`src/rtl/video_pkg.sv`:
```
// Shared raster constants for the 640x480 video timing block: default
// timing, derived totals, sync polarity encodings and the 4:4:4 colour type.
package video_pkg;

   localparam int CNT_W = 10;

   localparam int VGA_H_VIS  = 640;
   localparam int VGA_H_FP   = 16;
   localparam int VGA_H_SYNC = 96;
   localparam int VGA_H_BP   = 48;
   localparam int VGA_H_TOTAL = VGA_H_VIS + VGA_H_FP + VGA_H_SYNC + VGA_H_BP;

   localparam int VGA_V_VIS  = 480;
   localparam int VGA_V_FP   = 10;
   localparam int VGA_V_SYNC = 2;
   localparam int VGA_V_BP   = 33;
   localparam int VGA_V_TOTAL = VGA_V_VIS + VGA_V_FP + VGA_V_SYNC + VGA_V_BP;

   localparam bit SYNC_ACTIVE_LOW  = 1'b0;
   localparam bit SYNC_ACTIVE_HIGH = 1'b1;

   // Width of one colour bar in the built-in test pattern.
   localparam int BAR_W_PX = 80;

   typedef struct packed {
      logic [3:0] r;
      logic [3:0] g;
      logic [3:0] b;
   } rgb444_t;

   // Colour for bar index i: each index bit drives one full colour channel.
   function automatic rgb444_t bar_colour(input logic [2:0] i);
      rgb444_t c;
      c.r = {4{i[2]}};
      c.g = {4{i[1]}};
      c.b = {4{i[0]}};
      return c;
   endfunction

endpackage

```
`src/rtl/video_delay.sv`:
```
// Reset-clearing shift register used to align the raster flags with the
// pixel colour returned by the fetch logic. Reset empties every tap to zero.
module video_delay #(
   parameter int WIDTH = 4,
   parameter int DEPTH = 2
) (
   input  logic             dot_clk,
   input  logic             reset_n,
   input  logic [WIDTH-1:0] din,
   output logic [WIDTH-1:0] dout
);

   logic [WIDTH-1:0] taps [DEPTH];

   // Shift one tap per dot clock; reset flushes all taps to the inactive state.
   always_ff @(posedge dot_clk or negedge reset_n) begin
      if (!reset_n) begin
         for (int i = 0; i < DEPTH; i++) taps[i] <= '0;
      end else begin
         taps[0] <= din;
         for (int i = 1; i < DEPTH; i++) taps[i] <= taps[i-1];
      end
   end

   assign dout = taps[DEPTH-1];

endmodule

```
`src/rtl/video_timing.sv`:
```
// Raster timing and pixel output stage. Counts dots and lines, issues pixel
// coordinate requests, delays the raster flags by LATENCY to meet the
// returned colour, and registers RGB/syncs on a single dot_clk edge.
// Optional feature macro: VIDEO_TEST_PATTERN_EN (8 vertical colour bars
// selected by test_mode; without it test_mode is ignored).
module video_timing
   import video_pkg::*;
#(
   parameter int H_VIS     = VGA_H_VIS,
   parameter int H_FP      = VGA_H_FP,
   parameter int H_SYNC    = VGA_H_SYNC,
   parameter int H_BP      = VGA_H_BP,
   parameter int V_VIS     = VGA_V_VIS,
   parameter int V_FP      = VGA_V_FP,
   parameter int V_SYNC    = VGA_V_SYNC,
   parameter int V_BP      = VGA_V_BP,
   parameter bit HSYNC_POL = SYNC_ACTIVE_LOW,
   parameter bit VSYNC_POL = SYNC_ACTIVE_LOW,
   parameter int LATENCY   = 2
) (
   input  logic             dot_clk,
   input  logic             reset_n,
   output logic [CNT_W-1:0] pix_x,
   output logic [CNT_W-1:0] pix_y,
   output logic             pix_req,
   input  logic [11:0]      pix_rgb,
   input  logic             test_mode,
   output logic [3:0]       r,
   output logic [3:0]       g,
   output logic [3:0]       b,
   output logic             hsync,
   output logic             vsync,
   output logic             frame_start
);

   localparam int H_TOTAL = H_VIS + H_FP + H_SYNC + H_BP;
   localparam int V_TOTAL = V_VIS + V_FP + V_SYNC + V_BP;

   // Raster totals must fit the 10-bit counters and the latency must be legal.
   generate
      if (H_TOTAL > (1 << CNT_W) || V_TOTAL > (1 << CNT_W)) begin : g_bad_total
         $error("video_timing: H_TOTAL/V_TOTAL exceed the 10-bit counter range");
      end
      if (LATENCY < 1 || LATENCY > 4) begin : g_bad_latency
         $error("video_timing: LATENCY must be within 1..4");
      end
   endgenerate

   localparam logic [CNT_W-1:0] H_LAST     = CNT_W'(H_TOTAL - 1);
   localparam logic [CNT_W-1:0] V_LAST     = CNT_W'(V_TOTAL - 1);
   localparam logic [CNT_W-1:0] H_VIS_C    = CNT_W'(H_VIS);
   localparam logic [CNT_W-1:0] V_VIS_C    = CNT_W'(V_VIS);
   localparam logic [CNT_W-1:0] HS_START_C = CNT_W'(H_VIS + H_FP);
   localparam logic [CNT_W-1:0] HS_END_C   = CNT_W'(H_VIS + H_FP + H_SYNC);
   localparam logic [CNT_W-1:0] VS_START_C = CNT_W'(V_VIS + V_FP);
   localparam logic [CNT_W-1:0] VS_END_C   = CNT_W'(V_VIS + V_FP + V_SYNC);

   // ---- stage 0: raster counters and request/flag decode ----
   logic [CNT_W-1:0] hc_p0, vc_p0;
   logic             active_p0, hs_raw_p0, vs_raw_p0, first_p0;

   // Free-running dot/line counters; the line counter steps on each dot wrap.
   always_ff @(posedge dot_clk or negedge reset_n) begin
      if (!reset_n) begin
         hc_p0 <= '0;
         vc_p0 <= '0;
      end else if (hc_p0 == H_LAST) begin
         hc_p0 <= '0;
         vc_p0 <= (vc_p0 == V_LAST) ? '0 : vc_p0 + CNT_W'(1);
      end else begin
         hc_p0 <= hc_p0 + CNT_W'(1);
      end
   end

   assign active_p0 = (hc_p0 < H_VIS_C) && (vc_p0 < V_VIS_C);
   assign hs_raw_p0 = (hc_p0 >= HS_START_C) && (hc_p0 < HS_END_C);
   assign vs_raw_p0 = (vc_p0 >= VS_START_C) && (vc_p0 < VS_END_C);
   assign first_p0  = (hc_p0 == '0) && (vc_p0 == '0);

   // The request is held low while reset is applied even though the counters sit at (0,0).
   assign pix_req = reset_n & active_p0;
   assign pix_x   = pix_req ? hc_p0 : '0;
   assign pix_y   = pix_req ? vc_p0 : '0;

`ifdef VIDEO_TEST_PATTERN_EN
   localparam int FLAG_W = 8;

   // Bar index is hc/80 evaluated as a threshold chain rather than a divider.
   function automatic logic [2:0] bar_index(input logic [CNT_W-1:0] x);
      logic [2:0] idx;
      idx = 3'd0;
      for (int i = 1; i < 8; i++) begin
         if (x >= CNT_W'(i * BAR_W_PX)) idx = 3'(i);
      end
      return idx;
   endfunction

   logic [2:0] bar_p0;
   assign bar_p0 = bar_index(hc_p0);
`else
   localparam int FLAG_W = 4;
   logic unused_test_mode;
   assign unused_test_mode = test_mode;
`endif

   logic [FLAG_W-1:0] flags_p0, flags_p1;

`ifdef VIDEO_TEST_PATTERN_EN
   assign flags_p0 = {bar_p0, test_mode, first_p0, vs_raw_p0, hs_raw_p0, active_p0};
`else
   assign flags_p0 = {first_p0, vs_raw_p0, hs_raw_p0, active_p0};
`endif

   // ---- stage 1: flags delayed LATENCY cycles to meet the returned colour ----
   video_delay #(
      .WIDTH (FLAG_W),
      .DEPTH (LATENCY)
   ) u_flag_delay (
      .dot_clk (dot_clk),
      .reset_n (reset_n),
      .din     (flags_p0),
      .dout    (flags_p1)
   );

   logic active_p1, hs_p1, vs_p1, first_p1;
   assign active_p1 = flags_p1[0];
   assign hs_p1     = flags_p1[1];
   assign vs_p1     = flags_p1[2];
   assign first_p1  = flags_p1[3];

`ifdef VIDEO_TEST_PATTERN_EN
   logic       tm_p1;
   logic [2:0] bar_p1;
   assign tm_p1  = flags_p1[4];
   assign bar_p1 = flags_p1[7:5];
`endif

   // ---- stage 2: output register driving the pins ----
   rgb444_t rgb_p2;

   // Register colour and syncs together; blanking forces the colour to black.
   always_ff @(posedge dot_clk or negedge reset_n) begin
      if (!reset_n) begin
         rgb_p2      <= '0;
         hsync       <= ~HSYNC_POL;
         vsync       <= ~VSYNC_POL;
         frame_start <= 1'b0;
      end else begin
         if (!active_p1) begin
            rgb_p2 <= '0;
         end else begin
`ifdef VIDEO_TEST_PATTERN_EN
            rgb_p2 <= tm_p1 ? bar_colour(bar_p1) : rgb444_t'(pix_rgb);
`else
            rgb_p2 <= rgb444_t'(pix_rgb);
`endif
         end
         hsync       <= hs_p1 ^ ~HSYNC_POL;
         vsync       <= vs_p1 ^ ~VSYNC_POL;
         frame_start <= first_p1;
      end
   end

   assign r = rgb_p2.r;
   assign g = rgb_p2.g;
   assign b = rgb_p2.b;

endmodule

```
`config.mk`:
```
export PLATFORM = sky130hd
export DESIGN_NAME = video_timing
export DESIGN_NICKNAME = d
export VERILOG_FILES = /design/src/rtl/video_pkg.sv /design/src/rtl/video_delay.sv /design/src/rtl/video_timing.sv
export SDC_FILE = /design/constraint.sdc
export NUM_CORES = 1
export LEC_CHECK = 0
export CAP_MARGIN = 10
export CORE_MARGIN = 4
export CORE_UTILIZATION = 43
export CTS_CLUSTER_SIZE = 24
export DETAILED_ROUTE_END_ITERATION = 6
export PLACE_DENSITY = 0.75
export SLEW_MARGIN = 25
export SYNTH_ARGS = -nofsm -noshare
export SYNTH_HDL_FRONTEND = slang
export SYNTH_HIERARCHICAL = 1
export SYNTH_SLANG_ARGS = --single-unit
```
`constraint.sdc`:
```
create_clock -name dot_clk -period 1.6 [get_ports dot_clk]
set_input_delay 0.32 -clock dot_clk [delete_from_list [all_inputs] [get_ports dot_clk]]
set_output_delay 0.32 -clock dot_clk [all_outputs]
set_load 0.02 [all_outputs]
```
=== After elaboration in Yosys (flattened, before gate mapping) ===
Cells that the tools add are included.

* Register bits after elaboration: 43
* Bits in latches: 0
* Bits in writable memories: 0
* Memory bits (read-only): 0
* Bits of input ports: 15
* Output and inout port bits: 36
* Word-level logic and storage cells: 34
* Memories kept: 0

* $add $sub $neg: 2
* Multipliers: 0
* Divide/modulo/power cells: 0
* Magnitude comparators: 6
* Equal/unequal tests: 2
* Shifts and indexed selects: 0
* Multiplexer cells: 5
* Bitwise operators: 3
* Reductions and logical operators: 6

{| class="wikitable"
|+ Operators by type and width
! cell !! number
|-
| two-way mux 10 bit || 4
|-
| adder 10 x 1 -> 10 bit (second input constant) || 2
|-
| equality test 10 bit (second input constant) || 2
|-
| zero test 10 bit || 2
|-
| < comparator 10 bit (second input constant) || 2
|-
| < comparator 10 x 9 -> 1 bit (second input constant) || 2
|-
| two-way mux 12 bit || 1
|-
| >= comparator 10 bit (second input constant) || 1
|-
| >= comparator 10 x 9 -> 1 bit (second input constant) || 1
|-
| logical AND 1 bit || 4
|-
| inverter 1 bit || 2
|-
| bitwise AND 1 bit || 1
|}

=== Depth between registers and ports, before layout ===
Gate-level depths: netlist of run 1.

* Word-level depth: 4
* Gate-level depth with buffers: 7
* Depth with buffers taken out: 6

=== Modules after synthesis ===
The synthesis of run 1 kept the hierarchy.

{| class="wikitable"
|+ Modules (own cells, without submodules)
! module !! instances !! cells each !! area each (µm²) !! sequential area each (µm²)
|-
| video_timing || 1 || 177 || 1745.4 || 878.3
|-
| video_delay || 1 || 12 || 230.2 || 200.2
|}

=== Worst setup path after synthesis of run 1 ===
No wires, ideal clock.

* Path type: register to output
* Start: register vc_p0[5]
* End: output pix_y[1]
* Arrival: 1.362 ns
* Required time: 1.280 ns
* Setup slack: -0.082 ns
* Cell stages (with the launch flop): 6
* Buffers on the path: 1
* Path through: dfrtp_1 -> and3_1 -> nand2_1 -> and3_1 -> clkbuf_1 -> and3_1

* Cells in the longest elaborated chain, start to end: 4

{| class="wikitable"
|+ RTL lines
! what !! line !! source
|-
| start: declaration || video_timing.sv:59 || <nowiki>logic [CNT_W-1:0] hc_p0, vc_p0;</nowiki>
|-
| start signal: assignment || video_timing.sv:69 || <nowiki>vc_p0 <= (vc_p0 == V_LAST) ? '0 : vc_p0 + CNT_W'(1);</nowiki>
|-
| < comparator 10 x 9 -> 1 bit || video_timing.sv:75 || <nowiki>assign active_p0 = (hc_p0 < H_VIS_C) && (vc_p0 < V_VIS_C);</nowiki>
|-
| logical AND 1 bit || video_timing.sv:75 ||
|-
| via active_p0 || video_timing.sv:60 || <nowiki>logic active_p0, hs_raw_p0, vs_raw_p0, first_p0;</nowiki>
|-
| bitwise AND 1 bit || video_timing.sv:81 || <nowiki>assign pix_req = reset_n & active_p0;</nowiki>
|-
| two-way mux 10 bit || video_timing.sv:83 || <nowiki>assign pix_y = pix_req ? vc_p0 : '0;</nowiki>
|-
| end: declaration || video_timing.sv:24 || <nowiki>output logic [CNT_W-1:0] pix_y,</nowiki>
|}

The timed path passes the listed nets, and every way through them passes these cells.

=== Worst setup path in the final report of run 1 ===
* Start: register vc_p0[6]
* End: output pix_y[5]

* Cells in the longest elaborated chain, start to end: 4

{| class="wikitable"
|+ RTL lines
! what !! line
|-
| < comparator 10 x 9 -> 1 bit || video_timing.sv:75
|-
| logical AND 1 bit || video_timing.sv:75
|-
| bitwise AND 1 bit || video_timing.sv:81
|-
| two-way mux 10 bit || video_timing.sv:83
|}

No other way between the ends.

==> impl_metrics.csv, run 1 <==
group,metric,value,unit
global_routing,grt.overflow.total,0,
setup_path,arrival,1590,ps
yosys,syn_area,0.00198,mm²
setup_path,startpoint,"vc_p0[6]",
floorplanning,core,0.00441,mm²
yosys,yosysMostFrequentCell,"dfrtp_1",
setup_path,worstSetupEndpointType,"primary output",
yosys,syn_inst,189,
timing,skew,6.33,ps
drt,dr.pass1.iters,4,
drt,viasPerCell,5.16,
floorplanning,io_pins,51,
placed_design,gp_congestion,0.843,
timing,rsz0062_at_grt,"yes",
yosys,netlist.area_leader.share,51.9,%
timing,period_share,120,%
power_and_ir_drop,ir_worst_vdd,457,µV
yosys,synth.top_cells.by_count,"41 x dfrtp_1, 22 x and3_1, 16 x and2_1, 13 x nand2_1",
drt,drt-total-wl,5010,µm
min_path,min_path_type,"input pin to async pin",
floorplanning,die_w,75.8,µm
global_routing,grt_pass1_vias,1699,
setup_path,reg2reg_slack,-70,ps
yosys,synth_cell_type_count,37,
cells_and_area,final_layout_size_suffix_gt1_share,40.4,%
timing,hold_ws,94.1,ps
setup_path,path_common_cell,"and3_4",
setup_path,r2r_end,"vc_p0[2]",
floorplanning,initial_core_util,44.8,%
yosys,synth_edf_count,0,
setup_path,cp_max_fo,8,
global_routing,grt_pass1_wl,8040,µm
setup_path,slowest_delay,390,ps
global_routing,grt_start_max_net_pins,28,
setup_path,crit_buf_inv,2,
setup_path,crit_path_cell_trace,"and3_4, nand2_4, and3_4, buf_6, and3_4, buf_6",
cells_and_area,utilization,69.4,%
run_status,status,"complete, but fails checks",
placed_design,port_buffers,48,
power_and_ir_drop,power_density,692,mW/mm²
floorplanning,die_h,75.8,µm
clocking,cts-root-buf,"clkbuf_8",
clocking,insertion_delay,300,ps
drt,drc,0,
cells_and_area,fin_cells,324,
yosys,synth-seq-area-share,54.6,%
global_routing,antenna_found_initial,0,
cells_and_area,n_fill_cell,337,
yosys,synth_area_leaders,"dfrtp_1 52%, and3_1 7.0%, and2_1 5.1%, dfstp_2 2.7%, xnor2_1 2.7%",
timing,hold_viol_final,0,
clocking,clk_pin_slew,90,ps
clocking,clock-sinks,43,
setup_path,crit_type,"flip-flop to primary output",
drt,routedWlPerCell,15.5,µm
yosys,synth_top_area_cell,"dfrtp_1",
placed_design,placed_area,0.00276,mm²
cells_and_area,nNetsFinal,290,
timing,final.min_clock_period,1910,ps
clocking,clock_path_buffers,2,
placed_design,numPlacedInstances,312,
placed_design,dp_hpwl,3310,µm
clocking,cts_max_level,2,
timing,setup_ws,-312,ps
yosys,async_flop_share,100,%
cells_and_area,antenna_cells,0,
drt,drt-initial-drc-count,46,
floorplanning,die_area,0.00574,mm²
run_status,violations,"negative setup slack",
power_and_ir_drop,p_leak,1.47,nW
timing,finalMaxSlewViolations,0,
setup_path,cp_top_family,"simple AND/OR/NAND/NOR gates",
setup_path,critPathLaunchType,"flip-flop",
floorplanning,num_rows,24,
yosys,syn_nets,208,
cells_and_area,area_growth,55.0,%
drt,ant_nets,0,
yosys,synth_flop_cell,"dfrtp_1",
timing,setup_viol,24,
drt,dr_total_vias,1672,
run,maxCapViolCount,0,
placed_design,dp_slack,-544,ps
cells_and_area,final_area,0.00306,mm²
yosys,synth_seq_cells,43,
yosys,avgSynthCellArea,10.5,µm²
clocking,numCtsBuffers,5,
timing,max_freq,0.523,GHz
global_routing,grt.total_usage,18.7,%
setup_path,reg2reg_depth,8,
setup_path,cp_slowest_cell,"dfrtp_1",
clocking,cts_tree,"yes",
yosys,synth_warnings,6,
setup_path,reg2reg_from,"vc_p0[8]",
setup_path,cp.required,1280,ps
[cell type report]
type,count,area [µm²],share of cell area [%]
clock inverter,3,43.8,1.43
multi-input combinational,118,887,29.0
tap,52,65.1,2.12
clock buffer,5,68.8,2.25
timing repair buffer,94,885,28.9
sequential,43,1080,35.3
inverter,9,33.8,1.10
[kinds of logic (layout without fill, tap and decap cells)]
| kind of cell | Yosys count | count (layout) | share of synthesized area, % |
|---|---|---|---|
| and+or+nand+nor | 87 | 87 | 26.2 |
| DFF | 43 | 43 | 54.6 |
| buffers and inverters | 28 | 111 | 7.03 |
| AOI/OAI and AO/OA | 15 | 15 | 4.56 |
| xor gates and xnor gates | 10 | 10 | 4.43 |
| adders and majority gates | 4 | 4 | 2.53 |
| other | 1 | 1 | 0.190 |
| muxes | 1 | 1 | 0.507 |
[through the flow]
stage | power (mW) | TNS (ps)
2_1_floorplan | 1.18 | 0
3_3_place_gp | 1.29 | -9530
3_5_place_dp | 1.29 | -10310
4_1_cts | 2.13 | -5750
5_1_grt | 2.19 | -7670
6_report | 2.12 | -5980
[worst register-to-register path: cells and delay by family (launching register included)]
kind	cells	cell delay, ps
mux	1	80
simple gates	2	360
buf+inv	4	590
flops	1	410
compound gates	1	120
[state kept, by name, indices dropped and copies added (netlist names)]
signal             cells
hc_p0                 10
vc_p0                 10
b                      4
g                      4
r                      4
u_flag_delay/dout      4
u_flag_delay/taps      4
frame_start            1
hsync                  1
vsync                  1
[where the power goes]
part | leakage [nW] | switching (mW) | total, mW | internal, mW
logic | 0.873 | 0.0766 | 0.165 | 0.0885
registers | 0.540 | 0.00362 | 1.10 | 1.10
clock network | 0.0581 | 0.385 | 0.850 | 0.465
[metal layers]
layer	vias to the layer above	GRT usage, %	share of wire [%]
met1	799	23.3	40
met2	61	31.3	51
met3	15	5.67	6.5
met5	-	0	0
li1	797	-	-
met4	0	5.63	2.3
[layout by cell type (no fill, tap or decap), types with 6 or more instances in the layout]
master / count
nor2_1: 6
buf_6: 27
and3_4: 8
buf_4: 37
and2_1: 16
xnor2_1: 6
and3_2: 12
nand2_1: 12
inv_1: 9
clkdlybuf4s50_1: 25
dfrtp_1: 40
[worst max path at each step]
stage          slack (ps)  depth (start not counted)       end
2_1_floorplan           5                          6  vc_p0[4]
3_3_place_gp         -490                          6  pix_y[1]
3_5_place_dp         -540                          6  pix_y[8]
4_1_cts              -290                          6  pix_y[8]
5_1_grt              -360                          6  pix_y[5]
6_report             -310                          6  pix_y[5]
[repair_timing]
action,in CTS,in global routing
hold endpoints to repair,5,0
pin swaps,5,7
buffers inserted,7,3
resized for setup,140,17
hold buffers,1,0
setup endpoints to repair,28,32
Power figures use the tool's default switching activity.
==> run 2: changes to the inputs <==
Settings changed: CELL_PAD_IN_SITES_DETAIL_PLACEMENT from default to 1, CELL_PAD_IN_SITES_GLOBAL_PLACEMENT from default to 2, CORE_UTILIZATION 43 to 27, PLACE_DENSITY 0.75 to default, PLACE_DENSITY_LB_ADDON from default to 0.1.
==> run 2 against run 1 <==
  * The run still ends with negative setup slack left
  * Via count fell by 1.4%
  * Flip-flop and latch count unchanged
  * Non-clock buffer count grew 4
  * Wire length grew 11%
  * Critical path depth stayed put
  * Combinational power up 2%
  * Final cell count grew 15%
  * Total power decreased by 8.0%
  * Core utilization fell by 24 points
  * Register-to-register slack improved by 60 ps
  * Critical path type unchanged
  * Critical endpoint is now pix_y[0]
  * Largest cell class unchanged
  * Highest routed layer unchanged
==> impl_metrics.csv, run 2 (synthesized netlist as in run 1, its figures left out) <==
group,metric,value,unit
drt,routedWlPerCell,14.9,µm
setup_path,critPathLaunchType,"flip-flop",
global_routing,grt.total_usage,13.1,%
setup_path,crit_type,"flip-flop to primary output",
clocking,clock-sinks,43,
power_and_ir_drop,p_seq_share,56.7,%
setup_path,slowest_delay,390,ps
setup_path,reg2reg_depth,8,
power_and_ir_drop,clockPowerShare,34.6,%
clocking,clk_pin_slew,80,ps
setup_path,cp_top_family,"simple AND/OR/NAND/NOR gates",
power_and_ir_drop,power.internal,1.50,mW
drt,drt-initial-drc-count,77,
floorplanning,die_h,93.5,µm
setup_path,reg2reg_slack,-10,ps
cells_and_area,final_common_cell,"buf_4",
floorplanning,die_w,93.5,µm
placed_design,gp_congestion,0.778,
run_status,status,"complete, but fails checks",
timing,period_share,119,%
cells_and_area,utilization,45.1,%
timing,setup_viol,21,
setup_path,worstSetupEndpointType,"primary output",
setup_path,cp.required,1280,ps
setup_path,cp_max_fo,7,
floorplanning,initial_core_util,28.5,%
timing,final.min_clock_period,1900,ps
power_and_ir_drop,power_switching,453,µW
placed_design,dp_hpwl,4010,µm
clocking,cts-root-buf,"clkbuf_8",
cells_and_area,area_growth,58.5,%
drt,drc,0,
timing,finalMaxSlewViolations,0,
clocking,cts_max_level,2,
timing,fin_tns_setup,-5750,ps
timing,skew,7.37,ps
power_and_ir_drop,ir_worst_vdd,368,µV
drt,dr.pass1.iters,3,
global_routing,grt_pass1_vias,1732,
placed_design,port_buffers,48,
global_routing,grt_pass1_wl,8990,µm
cells_and_area,antenna_cells,0,
cells_and_area,final_cell_mix,"41 x buf_4, 40 x dfrtp_1, 27 x buf_6, 24 x clkdlybuf4s50_1, 16 x and2_1",
timing,hold_viol_final,0,
power_and_ir_drop,power.share.switching,23.3,%
drt,ant_nets,0,
timing,rsz0062_at_grt,"yes",
timing,setup_ws,-301,ps
min_path,min_path_type,"input pin to async pin",
cells_and_area,final_layout_size_suffix_gt1_share,40.9,%
global_routing,antenna_found_initial,0,
drt,dr_total_vias,1649,
drt,drt-total-wl,5540,µm
drt,viasPerCell,4.43,
run_status,violations,"negative setup slack",
power_and_ir_drop,p_leak,1.47,nW
setup_path,r2r_end,"vc_p0[3]",
clocking,clock_path_buffers,2,
clocking,cts_tree,"yes",
clocking,insertion_delay,290,ps
global_routing,grt_start_max_net_pins,29,
global_routing,grt.overflow.total,0,
setup_path,crit_path_cell_trace,"and3_4, nand2_4, and3_4, buf_6, and3_4, buf_6",
setup_path,path_common_cell,"and3_4",
floorplanning,io_pins,51,
timing,max_freq,0.526,GHz
power_and_ir_drop,power_density,623,mW/mm²
setup_path,startpoint,"vc_p0[5]",
setup_path,cp_slowest_cell,"dfrtp_1",
run,maxCapViolCount,0,
setup_path,crit_buf_inv,2,
setup_path,reg2reg_from,"vc_p0[8]",
clocking,numCtsBuffers,5,
cells_and_area,reg_top3,"hc_p0: 10 flops, vc_p0: 10 flops",
floorplanning,core,0.00694,mm²
power_and_ir_drop,share_comb_of_total_power,8.7,%
floorplanning,die_area,0.00875,mm²
setup_path,arrival,1580,ps
cells_and_area,nNetsFinal,294,
floorplanning,num_rows,30,
## run 2: worst max path at each step
stage | endpoint | slack [ps] | cells after the start
5_1_grt | pix_y[0] | -350 | 6
3_3_place_gp | pix_x[0] | -470 | 6
2_1_floorplan | vc_p0[4] | 5 | 6
3_5_place_dp | pix_y[6] | -520 | 6
4_1_cts | pix_y[0] | -290 | 6
6_report | pix_y[0] | -300 | 6
## run 2: power by group through the flow
stage                     logic (mW)  clock network [mW]  registers [mW]
after floorplan               0.0300                   0            1.15
after global placement         0.162                   0            1.13
after detailed placement       0.165                   0            1.13
after CTS                      0.173               0.707            1.11
after global routing           0.183               0.747            1.11
final                          0.169               0.675            1.10
## run 2: what timing repair did
action	4_1_cts	5_1_grt
endpoints found under the setup margin	27	30
gates resized for setup	151	11
pin swaps	11	9
cloned	1	0
buffers inserted	4	4
hold endpoints to repair	1	0
hold buffers	1	0
## run 2: routing by layer
layer / up-vias / global-route usage (%) / part of all wire, % / wire, µm
met5: - / 0 / 0 / 0
met4: 0 / 3.25 / 0.79 / 44
met3: 5 / 3.38 / 5.4 / 298
met2: 39 / 21.6 / 49 / 2720
met1: 802 / 17.2 / 45 / 2480
li1: 803 / - / - / -
## run 2: per-stage QoR
step                instances  setup slack [ps]  total power, mW  hold WS, ps  instance area (µm²)
floorplan                 189              4.85             1.18         24.4                 2000
global placement          356              -474             1.29          260                 2820
detailed placement        356              -519             1.29          262                 2820
CTS                       369              -293             1.99          110                 3070
global route              372              -355             2.04          122                 3130
finish                    372              -301             1.95          108                 3130
## run 2: layout make-up
| cell class | count | area (µm²) |
|---|---|---|
| Clock buffer | 6 | 72.6 |
| Clock inverter | 2 | 12.5 |
| Fill cell | 779 | 3810 |
| Inverter | 9 | 33.8 |
| Multi-Input combinational cell | 118 | 895 |
| Sequential cell | 43 | 1080 |
| Tap cell | 96 | 120 |
| Timing Repair Buffer | 98 | 917 |
## run 2: worst reg2reg max path, delay by kind of cell, from the launching register on
kind / cells / cell delay, ps
compound gates: 2 / 310
buf+inv: 4 / 570
flops: 1 / 410
simple gates: 2 / 210
==> run 3: changes to the inputs <==
Settings changed: ABC_AREA from default to 1, CORE_UTILIZATION 27 to 28.
Clock period 1.6 ns to 1.8 ns, I/O delays scaled along.
==> run 3 against run 2 <==
  * The run still ends with negative setup slack left
  * Non-clock buffer count shrank 27
  * Count of clock-buffer cells in the layout shrank 1
  * First-iteration DRC count shrank 47%
  * Sequential power shrank 11%
  * Via count grew 6.0%
  * Global-route usage grew 0.26 points
  * Combinational power shrank 7%
  * Register-to-register slack gained 210 ps
  * Die area grew 0.14%
  * Sequential share of layout area grew 1.6 points
  * Flip-flop and latch count is the same
  * Worst setup slack gained 230 ps
  * Critical endpoint is now pix_x[2]
==> impl_metrics.csv, run 3 <==
group,metric,value,unit
setup_path,cp_num_cells,6,
cells_and_area,final_area,0.00299,mm²
power_and_ir_drop,ir_worst_vdd,376,µV
yosys,async_flop_share,100,%
global_routing,grt.overflow.total,0,
clocking,numCtsBuffers,5,
setup_path,worstSetupEndpointType,"primary output",
floorplanning,initial_core_util,29.5,%
timing,final.min_clock_period,1870,ps
clocking,cts-root-buf,"clkbuf_8",
global_routing,grt_pass1_vias,1776,
power_and_ir_drop,power_density,640,mW/mm²
run_status,status,"complete, but fails checks",
cells_and_area,final_common_cell,"nand2_1",
floorplanning,io_pins,51,
floorplanning,die_w,93.6,µm
clocking,clk_pin_slew,90,ps
run_status,violations,"negative setup slack",
yosys,netlist.area_leader.share,50.0,%
timing,hold_viol_final,0,
drt,ant_nets,0,
drt,dr_total_vias,1748,
cells_and_area,antenna_cells,0,
power_and_ir_drop,power_switching,447,µW
global_routing,grt_start_max_net_pins,44,
floorplanning,die_area,0.00876,mm²
setup_path,cp.required,1440,ps
yosys,synth_area_leaders,"dfrtp_1 50%, nand2_1 9.3%, inv_1 7.9%, nor2_1 7.7%, nand3_1 3.9%",
global_routing,antenna_found_initial,0,
run,maxCapViolCount,0,
timing,setup_ws,-72.3,ps
power_and_ir_drop,total_power,1.91,mW
setup_path,critPathLaunchType,"flip-flop",
min_path,min_path_type,"input pin to async pin",
setup_path,reg2reg_depth,6,
yosys,synth.top_cells.by_count,"51 x nand2_1, 43 x inv_1, 42 x nor2_1, 41 x dfrtp_1, 16 x nand3_1",
timing,setup_viol,20,
setup_path,arrival,1510,ps
yosys,yosysMostFrequentCell,"nand2_1",
setup_path,crit_path_cell_trace,"nand4_1, and3_4, nand2_4, buf_12, nor2_2, buf_6",
drt,drt-initial-drc-count,41,
drt,dr.pass1.iters,4,
cells_and_area,nNetsFinal,335,
setup_path,cp_slowest_cell,"dfrtp_1",
drt,routedWlPerCell,13.2,µm
clocking,clock-sinks,43,
power_and_ir_drop,clockPowerShare,40.5,%
yosys,synth_cell_type_count,25,
yosys,avgSynthCellArea,8.24,µm²
floorplanning,core,0.00694,mm²
placed_design,placed_area,0.00272,mm²
placed_design,dp_hpwl,3890,µm
setup_path,crit_type,"flip-flop to primary output",
cells_and_area,final_cell_mix,"50 x nand2_1, 42 x inv_1, 41 x dfrtp_1, 26 x clkdlybuf4s50_1",
timing,period_share,104,%
power_and_ir_drop,share_comb_of_total_power,8.2,%
yosys,syn_area,0.00205,mm²
placed_design,port_buffers,48,
clocking,clock_path_buffers,2,
cells_and_area,reg_top3,"hc_p0: 10 flops, vc_p0: 10 flops",
floorplanning,num_rows,30,
power_and_ir_drop,p_seq_share,51.3,%
power_and_ir_drop,power.internal,1.47,mW
clocking,cts_hold_buffers,0,
cells_and_area,n_fill_cell,829,
yosys,synth_warnings,6,
clocking,cts_max_level,2,
placed_design,gp_congestion,0.761,
clocking,insertion_delay,300,ps
timing,finalMaxSlewViolations,0,
yosys,syn_inst,249,
drt,drc,0,
timing,rsz0062_at_grt,"yes",
yosys,synth_top_area_cell,"dfrtp_1",
setup_path,reg2reg_from,"hc_p0[1]",
drt,viasPerCell,4.23,
setup_path,startpoint,"vc_p0[7]",
yosys,synth_edf_count,0,
yosys,synth_seq_cells,43,
drt,drt-total-wl,5440,µm
power_and_ir_drop,power.share.switching,23.4,%
yosys,synth_flop_cell,"dfrtp_1",
floorplanning,die_h,93.6,µm
timing,maxSlewHeadroom,61.9,%
timing,max_freq,0.534,GHz
setup_path,crit_buf_inv,2,
cells_and_area,final_layout_size_suffix_gt1_share,26.5,%
timing,skew,10.3,ps
placed_design,dp_slack,-276,ps
global_routing,grt_pass1_wl,9120,µm
setup_path,cp_max_fo,10,
timing,worst_pin_slew,572,ps
power_and_ir_drop,p_leak,1.49,nW
global_routing,grt.total_usage,13.4,%
clocking,cts_tree,"yes",
setup_path,slowest_delay,400,ps
yosys,synth-seq-area-share,52.6,%
cells_and_area,area_growth,45.8,%
setup_path,cp_top_family,"simple AND/OR/NAND/NOR gates",
yosys,syn_nets,268,
[run 3: final cells by class]
type                    count  area [µm²]  share of cell area, %
repair buffers             71         701                   23.4
clock inverters             3        43.8                   1.46
multi-input cells         150         811                   27.1
clock buffers               5        68.8                   2.30
inverters                  45         169                   5.65
flip-flops and latches     43        1080                   36.1
well taps                  96         120                   4.02
[run 3: per-layer routing]
layer / up-vias / GRT usage, % / routed length [µm]
met4: 0 / 3.25 / 44
met1: 821 / 19.1 / 2760
met3: 4 / 3.22 / 264
li1: 881 / - / -
met2: 42 / 20.4 / 2380
met5: - / 0 / 0
[run 3: repair_timing]
item / 4_1_cts / 5_1_grt
cloned: 1 / 0
gates resized for setup: 121 / 28
pin swaps: 2 / 2
setup buffers: 2 / 1
endpoints found under the setup margin: 20 / 21
[run 3: power by group through the flow]
stage          combinational (mW)  clock (mW)  sequential, mW
2_1_floorplan              0.0282           0            1.02
3_3_place_gp                0.140           0            1.00
3_5_place_dp                0.141           0            1.00
4_1_cts                     0.155       0.799           0.982
5_1_grt                     0.170       0.836           0.984
6_report                    0.157       0.775           0.982
[run 3: path summary, 6_finish.rpt]
path / endpoint / slack, ps
worst max-delay path: pix_x[2] / -70
worst min-delay path: vc_p0[0] / 210
worst max register to register: vc_p0[3] / 200
worst min register to register: vsync / 350
max in group asynchronous: hsync / 1200
min in group dot_clk: vsync / 350
[run 3: through the flow]
step	hold WS [ps]	TNS [ps]	utilization (%)	std cells
floorplan	64.4	0	-	249
global placement	333	-4160	39.2	401
detailed placement	337	-5030	39.2	401
CTS	225	-1590	41.6	412
global route	264	-2990	43.1	413
finish	212	-1130	43.1	413
[run 3: cell families after synthesis]
group,Yosys count,synth area share (%)
AO/OA/AOI/OAI,10,2.44
XOR/XNOR,8,3.78
adder cells (fa/ha/maj),4,2.44
buffers and inverters,56,12.1
flip-flops,43,52.6
other,1,0.183
AND/OR/NAND/NOR,127,26.5
[run 3: worst register-to-register path: stages (launching register included)]
cell and delay (ps):
dfrtp_1 380, ha_1 230, nand4_1 200, nor2_2 380
buf_4 210, nand3_1 80, nand2_1 70
